==> src/rtl/video_sync_gen.sv <==
// ----------------------------------------------------------------------------
// video_sync_gen
//
// Horizontal/vertical raster timing generator for the Centipede video path.
// It advances on the pixel-rate carry (pix_en) from the upstream 4-bit counter
// and produces the raster counters, active-low syncs, blanks, line/frame start
// strobes and a level CPU interrupt request.
//
// Ports:
//   clk          in   master clock
//   clr          in   asynchronous active-low reset
//   pix_en       in   pixel enable (one-cycle pulse from upstream rco)
//   irq_ack      in   CPU acknowledge; clears a pending irq
//   hcount[8:0]  out  horizontal position, 0..H_TOTAL-1
//   vcount[8:0]  out  vertical position, 0..V_TOTAL-1
//   hsync        out  active-low horizontal sync
//   vsync        out  active-low vertical sync
//   hblank       out  high when hcount >= H_ACTIVE
//   vblank       out  high when vcount >= V_ACTIVE
//   line_start   out  one-clk pulse on the clk where hcount wraps to 0
//   frame_start  out  one-clk pulse when hcount and vcount both wrap to 0
//   irq          out  level interrupt request to the CPU
// ----------------------------------------------------------------------------
module video_sync_gen #(
    parameter int H_TOTAL      = 384,
    parameter int H_ACTIVE     = 256,
    parameter int H_SYNC_START = 288,
    parameter int H_SYNC_END   = 320,
    parameter int V_TOTAL      = 262,
    parameter int V_ACTIVE     = 240,
    parameter int V_SYNC_START = 244,
    parameter int V_SYNC_END   = 247,
    parameter int IRQ_PERIOD   = 64
) (
    input  logic       clk,
    input  logic       clr,
    input  logic       pix_en,
    input  logic       irq_ack,
    output logic [8:0] hcount,
    output logic [8:0] vcount,
    output logic       hsync,
    output logic       vsync,
    output logic       hblank,
    output logic       vblank,
    output logic       line_start,
    output logic       frame_start,
    output logic       irq
);

    // Parameter sanity: refuse to elaborate an impossible raster.
    if (!(H_ACTIVE <= H_SYNC_START && H_SYNC_START < H_SYNC_END &&
          H_SYNC_END <= H_TOTAL && H_TOTAL <= 512)) begin : g_bad_h
        $error("video_sync_gen: illegal horizontal timing parameters");
    end
    if (!(V_ACTIVE <= V_SYNC_START && V_SYNC_START < V_SYNC_END &&
          V_SYNC_END <= V_TOTAL && V_TOTAL <= 512)) begin : g_bad_v
        $error("video_sync_gen: illegal vertical timing parameters");
    end
    if (!(IRQ_PERIOD >= 16 && IRQ_PERIOD <= 512 &&
          (IRQ_PERIOD & (IRQ_PERIOD - 1)) == 0)) begin : g_bad_irq
        $error("video_sync_gen: IRQ_PERIOD must be a power of two in 16..512");
    end

    // Sync/blank bounds may equal 512, so range compares use 10 bits.
    localparam logic [8:0] H_LAST   = 9'(H_TOTAL - 1);
    localparam logic [8:0] V_LAST   = 9'(V_TOTAL - 1);
    localparam logic [9:0] H_ACT    = 10'(H_ACTIVE);
    localparam logic [9:0] H_SS     = 10'(H_SYNC_START);
    localparam logic [9:0] H_SE     = 10'(H_SYNC_END);
    localparam logic [9:0] V_ACT    = 10'(V_ACTIVE);
    localparam logic [9:0] V_SS     = 10'(V_SYNC_START);
    localparam logic [9:0] V_SE     = 10'(V_SYNC_END);
    localparam logic [8:0] IRQ_MASK = 9'(IRQ_PERIOD - 1);
    localparam logic [8:0] IRQ_LINE = 9'(IRQ_PERIOD - 16);

    typedef enum logic {
        ST_IDLE = 1'b0,
        ST_PEND = 1'b1
    } irq_state_e;

    logic [8:0] hcount_q, hcount_d;
    logic [8:0] vcount_q, vcount_d;
    logic       hsync_q, hsync_d;
    logic       vsync_q, vsync_d;
    logic       hblank_q, hblank_d;
    logic       vblank_q, vblank_d;
    logic       line_start_q, line_start_d;
    logic       frame_start_q, frame_start_d;
    irq_state_e state_q, state_d;
    logic       irq_trigger;

    // Raster counters and strobes. Sync/blank are decoded from the next
    // counter value so the registered versions line up with hcount/vcount.
    always_comb begin
        hcount_d      = hcount_q;
        vcount_d      = vcount_q;
        line_start_d  = 1'b0;
        frame_start_d = 1'b0;
        if (pix_en) begin
            if (hcount_q == H_LAST) begin
                hcount_d     = 9'd0;
                line_start_d = 1'b1;
                if (vcount_q == V_LAST) begin
                    vcount_d      = 9'd0;
                    frame_start_d = 1'b1;
                end else begin
                    vcount_d = vcount_q + 9'd1;
                end
            end else begin
                hcount_d = hcount_q + 9'd1;
            end
        end
        hsync_d  = !(({1'b0, hcount_d} >= H_SS) && ({1'b0, hcount_d} < H_SE));
        vsync_d  = !(({1'b0, vcount_d} >= V_SS) && ({1'b0, vcount_d} < V_SE));
        hblank_d = ({1'b0, hcount_d} >= H_ACT);
        vblank_d = ({1'b0, vcount_d} >= V_ACT);
    end

    // IRQ period is a power of two, so the modulo reduces to a mask.
    assign irq_trigger = line_start_d && ((vcount_d & IRQ_MASK) == IRQ_LINE);

    // A trigger always wins over a simultaneous acknowledge; a trigger while
    // already pending is absorbed (no second request is queued).
    always_comb begin
        state_d = state_q;
        unique case (state_q)
            ST_IDLE: begin
                if (irq_trigger) begin
                    state_d = ST_PEND;
                end
            end
            ST_PEND: begin
                if (!irq_trigger && irq_ack) begin
                    state_d = ST_IDLE;
                end
            end
            default: state_d = ST_IDLE;
        endcase
    end

    always_ff @(posedge clk or negedge clr) begin
        if (!clr) begin
            hcount_q      <= 9'd0;
            vcount_q      <= 9'd0;
            hsync_q       <= 1'b1;
            vsync_q       <= 1'b1;
            hblank_q      <= 1'b0;
            vblank_q      <= 1'b0;
            line_start_q  <= 1'b0;
            frame_start_q <= 1'b0;
            state_q       <= ST_IDLE;
        end else begin
            hcount_q      <= hcount_d;
            vcount_q      <= vcount_d;
            hsync_q       <= hsync_d;
            vsync_q       <= vsync_d;
            hblank_q      <= hblank_d;
            vblank_q      <= vblank_d;
            line_start_q  <= line_start_d;
            frame_start_q <= frame_start_d;
            state_q       <= state_d;
        end
    end

    assign hcount      = hcount_q;
    assign vcount      = vcount_q;
    assign hsync       = hsync_q;
    assign vsync       = vsync_q;
    assign hblank      = hblank_q;
    assign vblank      = vblank_q;
    assign line_start  = line_start_q;
    assign frame_start = frame_start_q;
    assign irq         = (state_q == ST_PEND);

endmodule

==> config.mk <==
export PLATFORM = sky130hd
export DESIGN_NAME = video_sync_gen
export DESIGN_NICKNAME = d
export VERILOG_FILES = /design/src/rtl/video_sync_gen.sv
export SDC_FILE = /design/constraint.sdc
export NUM_CORES = 1
export LEC_CHECK = 0
export CORE_AREA = 2 2 54 56
export DETAILED_ROUTE_END_ITERATION = 6
export DIE_AREA = 0 0 56 58
export PLACE_DENSITY = 0.89
export SLEW_MARGIN = 15
export SYNTH_ARGS = -nofsm -noshare
export SYNTH_HDL_FRONTEND = slang
export SYNTH_SLANG_ARGS = --single-unit
==> constraint.sdc <==
create_clock -name clk -period 5.8 [get_ports clk]
set_input_delay 0.58 -clock clk [delete_from_list [all_inputs] [get_ports clk]]
set_output_delay 0.58 -clock clk [all_outputs]
set_load 0.05 [all_outputs]
---- Yosys cells after proc, flatten, opt, wreduce, memory -nomap -nowiden ----
Index checks and enable logic that the tools add are counted.
word-level totals
  register bits after elaboration ......... 25
  bits in latches ......................... 0
  bits in writable memories ............... 0
  bits in read-only memories .............. 0
  input port bits ......................... 4
  output and inout port bits .............. 25
  memories ................................ 0
operators by class
  $add $sub $neg .......................... 2
  $mul .................................... 0
  div/mod/pow operators ................... 0
  $lt $le $gt $ge ......................... 6
  equal/unequal tests ..................... 3
  shift operators ......................... 0
  mux-type cells .......................... 13
  bitwise logic cells ..................... 1
  reductions and logical operators ........ 7
operator list
  kind                                                                                 number
  9-bit 2-to-1 mux                                                                     5
  9-bit by 1-bit adder with 9-bit output, second input constant                        2
  9-bit == test, second input constant                                                 2
  9-bit by 8-bit greater-or-equal comparator with 1-bit output, second input constant  2
  9-bit greater-or-equal comparator, second input constant                             2
  9-bit by 8-bit < comparator with 1-bit output, second input constant                 1
  9-bit < comparator, second input constant                                            1
  1-bit 2-to-1 mux                                                                     7
  6-bit == test, second input constant                                                 1
  1-bit logical AND                                                                    4
  1-bit logical NOT                                                                    3
  1-bit case mux with 2 select lines                                                   1
  1-bit inverter                                                                       1

---- Depth between registers and ports, before layout ----
  depth after elaboration ................. 10
  mapped depth ............................ 9
  depth with buffers taken out ............ 7

---- Worst setup path before layout ----
Ideal clock, no wire load.
  path type ............................... register -> register
  from .................................... register hcount_q[0], in the netlist hcount[0]
  to ...................................... register vsync_q, in the netlist vsync
  setup time .............................. 0.082 ns
  data arrival time ....................... 2.239 ns
  data required time ...................... 5.718 ns
  path slack .............................. 3.480 ns
  cell stages (with the launch flop) ...... 7
  path buffers ............................ 1
  path through ............................ dfrtp_1 ha_1 nand3_1 or4b_4 buf_6 a311o_1 a211o_1
on the way
  longest elaborated chain between the ends .. 6
RTL lines
  element                                                                                                                               RTL line  RTL
  start, declared                                                                                                                       81        logic [8:0] hcount_q, hcount_d;
  start signal, assigned                                                                                                                153       hcount_q <= hcount_d;
  9-bit == test *                                                                                                                       100       if (hcount_q == H_LAST) begin
  9-bit 2-to-1 mux *                                                                                                                    100
  9-bit 2-to-1 mux *                                                                                                                    99        if (pix_en) begin
  9-bit by 8-bit greater-or-equal comparator with 1-bit output / 9-bit by 8-bit < comparator with 1-bit output (equally long branches)  114       vsync_d = !(({1'b0, vcount_d} >= V_SS) && ({1'b0, vcount_d} < V_SE));
  1-bit logical AND *                                                                                                                   114
  1-bit logical NOT *                                                                                                                   114
  via vsync_d                                                                                                                           84        logic vsync_q, vsync_d;
  end signal, assigned                                                                                                                  156       vsync_q <= vsync_d;
  end, declared                                                                                                                         84
The timed path passes the listed nets; every way through them passes the cells marked *.

---- Worst setup path in the final report ----
  from .................................... input port pix_en
  to ...................................... register vsync_q, in the netlist vsync
on the way
  longest elaborated chain between the ends .. 4
RTL lines
  element                                                                                                                               RTL line  RTL
  start, declared                                                                                                                       37        input logic pix_en,
  9-bit 2-to-1 mux *                                                                                                                    99
  9-bit by 8-bit greater-or-equal comparator with 1-bit output / 9-bit by 8-bit < comparator with 1-bit output (equally long branches)  114
  1-bit logical AND *                                                                                                                   114
  1-bit logical NOT *                                                                                                                   114
  via vsync_d                                                                                                                           84
Marks and branches as above.

==> results.sh <==
export IMPL_worstSkewPairLatency_ps=300
export IMPL_grt_first_pass_wirelength_um=4980
export IMPL_seq_area_um2=628
export IMPL_syn_nets=139
export IMPL_gp_congestion=0.870
export IMPL_maxCapViolations=0
export IMPL_cts_tree="yes"
export IMPL_worstPathCellList="clkdlybuf4s50_1 -> nand3_1 -> or4b_4 -> inv_2 -> nand2_1 -> xor2_1 -> a211o_1"
export IMPL_vias=1077
export IMPL_synth_area_leaders="dfrtp_1, xnor2_1, o21ai_0, dfstp_2, nand2_1"
export IMPL_crit_type="input port to flip-flop"
export IMPL_fin_crit_sh_pct=42.4
export IMPL_syn_inst=132
export IMPL_io_buffer_count=28
export IMPL_crit_fanout=16
export IMPL_cts_resized=0
export IMPL_cpMaxStageDelayCell="clkdlybuf4s50_1"
export IMPL_viasPerCell=5.70
export IMPL_synth_cell_type_count=36
export IMPL_hp_class="input port to asynchronous set/reset pin"
export IMPL_stdcell_count=189
export IMPL_path_clk_slew_ps=130
export IMPL_power_density_nw_per_um2=308
export IMPL_synth_top_family_by_area="simple AND/OR/NAND/NOR gates"
export IMPL_synth_xor_area_share_pct=8.11
export IMPL_grt_start_max_net_pins=26
export IMPL_start_util_pct=48.7
export IMPL_ys_flop_type="dfrtp_1"
export IMPL_n_antenna_cell=0
export IMPL_synth_compound_area_share_pct=12.5
export IMPL_grt_pass1_vias=1099
export IMPL_dp_cells=185
export IMPL_async_flop_share_pct=100
export IMPL_yosysTopAreaCell="dfrtp_1"
export IMPL_dp_hpwl_um=2080
export IMPL_critical_path_top_delay_family="buffers and inverters"
export IMPL_relSlewSlack_pct=63.1
export IMPL_drv_slew=0
export IMPL_hold_violations=0
export IMPL_rows=19
export IMPL_htreeDepth=1
export IMPL_post_dp_cell_area_um2=1580
export IMPL_worst_slew_pin_slew_ps=553
export IMPL_first_pass_iters=4
export IMPL_ys_seq_elements=25
export IMPL_multi_input_area_um2=618
export IMPL_ant_nets=0
export IMPL_io_pins=29
export IMPL_arrival_ps=2700
export IMPL_yosys_area_share_adder_pct=2.90
export IMPL_finClkSkew_ps=3.70
export IMPL_antenna_found_initial=0
export IMPL_dieHeight_um=58
export IMPL_drc_errors=0
export IMPL_cts_buffer_depth=2
export IMPL_die_x_um=56
export IMPL_core_area_um2=2660
export IMPL_p_leak_nw=0.690
export IMPL_rsz0062_at_grt="false"
export IMPL_ir_drop_uv=315
export IMPL_synth_edf_count=0
export IMPL_wl_per_cell_um=15.5
export IMPL_synth_top_area_share_pct=44.4
export IMPL_finalSetupTns_ps=0
export IMPL_finalWorstPathRequiredPeriod_ps=2460
export IMPL_critPathRequiredTime_ps=6040
export IMPL_worst_path_largest_cell_delay_ps=590
export IMPL_syn_area_per_cell_um2=9.82
export IMPL_synthSimpleGateAreaFrac_pct=22.5
export IMPL_holdWs_ps=240
export IMPL_layout_drive_gt1_share_pct=7.59
export IMPL_crit_buf_inv=2
export IMPL_ys_warn_count=0
export IMPL_fin_area_um2=1610
export IMPL_track_usage_pct=19.1
export IMPL_die_area_um2=3250
export IMPL_cts_sinks=25
export IMPL_overflow=0
export IMPL_nFillCells=246
export IMPL_cts_hold_buf=0
export IMPL_fin_nets=166
export IMPL_ys_seq_area_share_pct=48.5
export IMPL_cp_end_kind="flip-flop"
export IMPL_drtIter0Drc=30
export IMPL_syn_area_um2=1300
export IMPL_cp_start_kind="input port"
export IMPL_wl_um=2930
export IMPL_cts_root_buf="clkbuf_4"
export IMPL_finalSetupViolCount=0
export IMPL_synth_mux_area_share_pct=1.74
export IMPL_cts_buffers=3
export IMPL_area_growth_pct=23.8
export IMPL_fmaxAchievable_mhz=407
export IMPL_run_status="finished clean"
export IMPL_cts_setup_buffers=0
==> final timing paths <==
kind,startpoint,endpoint,slack (ps),cells after the start
max,pix_en,vsync,3340,7
min,clr,vcount[4],240,1
max reg2reg,hcount[0],vsync,3600,7
min reg2reg,irq,irq,530,2
max in group asynchronous,clr,hsync,5180,1
min in group clk,irq,irq,530,2
==> layout by cell type (no fill, tap or decap), types with 2 or more instances in the layout <==
cell,netlist,layout
dfrtp_1,23,23
dfstp_2,2,2
inv_1,4,4
nand2b_1,2,2
o21ai_0,11,11
nand2_1,13,13
o211a_1,2,2
ha_1,3,3
xor2_1,5,5
nor4b_1,3,3
nand4_1,4,4
a31oi_1,2,2
nand3_1,9,9
clkbuf_4,0,3
a21oi_1,3,3
clkdlybuf4s50_1,0,27
xnor2_1,7,7
nor2_1,13,13
or3_1,2,2
mux2_2,2,2
and2_1,2,2
==> cells in the mapped netlist (all sizes together) (2+ instances only) <==
| cell | count |
|---|---|
| ha | 3 |
| o211a | 2 |
| nand2 | 13 |
| or3 | 2 |
| clkbuf | 4 |
| nor2 | 13 |
| nand2b | 2 |
| inv | 5 |
| and2 | 2 |
| xnor2 | 7 |
| mux2 | 2 |
| buf | 2 |
| a21oi | 3 |
| a31oi | 2 |
| dfrtp | 23 |
| nor4b | 3 |
| dfstp | 2 |
| nand3 | 9 |
| xor2 | 5 |
| o21ai | 12 |
| nand4 | 5 |
==> kinds of logic after synthesis <==
| kind of cell | after synthesis |
|---|---|
| buf+inv | 11 |
| simple gates | 54 |
| xor+xnor | 12 |
| compound gates | 25 |
| fa+ha+maj | 3 |
| flops | 25 |
| mux | 2 |
==> routing by layer <==
metal / GRT usage (%) / share of wire, %
met1: 25.3 / 43
met3: 3.79 / 4.4
met4: 6.12 / 0.75
met5: 0 / 0
met2: 31.9 / 51
==> flip-flops by register name, summed over array words and instances, names as in the netlist <==
name         count
hcount           9
vcount           9
frame_start      1
hblank           1
hsync            1
irq              1
line_start       1
vblank           1
vsync            1
==> power breakdown <==
group	internal, W	switching (W)
clock	0.0000268	0.0000480
sequential	0.000198	0.0000346
combinational	0.0000657	0.000121
==> through the flow <==
| stage | power, W | util [%] | setup WS [ps] |
|---|---|---|---|
| 5_1_grt | 0.000523 | 60.3 | 3220 |
| 2_1_floorplan | 0.000352 | - | 3480 |
| 3_3_place_gp | 0.000417 | 59.5 | 3110 |
| 6_report | 0.000494 | 60.3 | 3340 |
| 4_1_cts | 0.000500 | 60.5 | 3370 |
| 3_5_place_dp | 0.000422 | 59.5 | 3030 |
==> area by class of cell <==
type                       count  area share, %
sequential                    25           39.1
multi-input combinational     96           38.5
timing repair buffer          28           17.1
tap                           31           2.42
clock buffer                   4           1.64
inverter                       5           1.17
==> worst register-to-register path, stage by stage (launching register included) <==
cell and delay, ps:
dfrtp_1 440, ha_1 210, nand3_1 110, or4b_4 560
inv_2 250, nand2_1 120, xor2_1 170, a211o_1 280
Note: power is estimated with default switching activity, not from simulation.
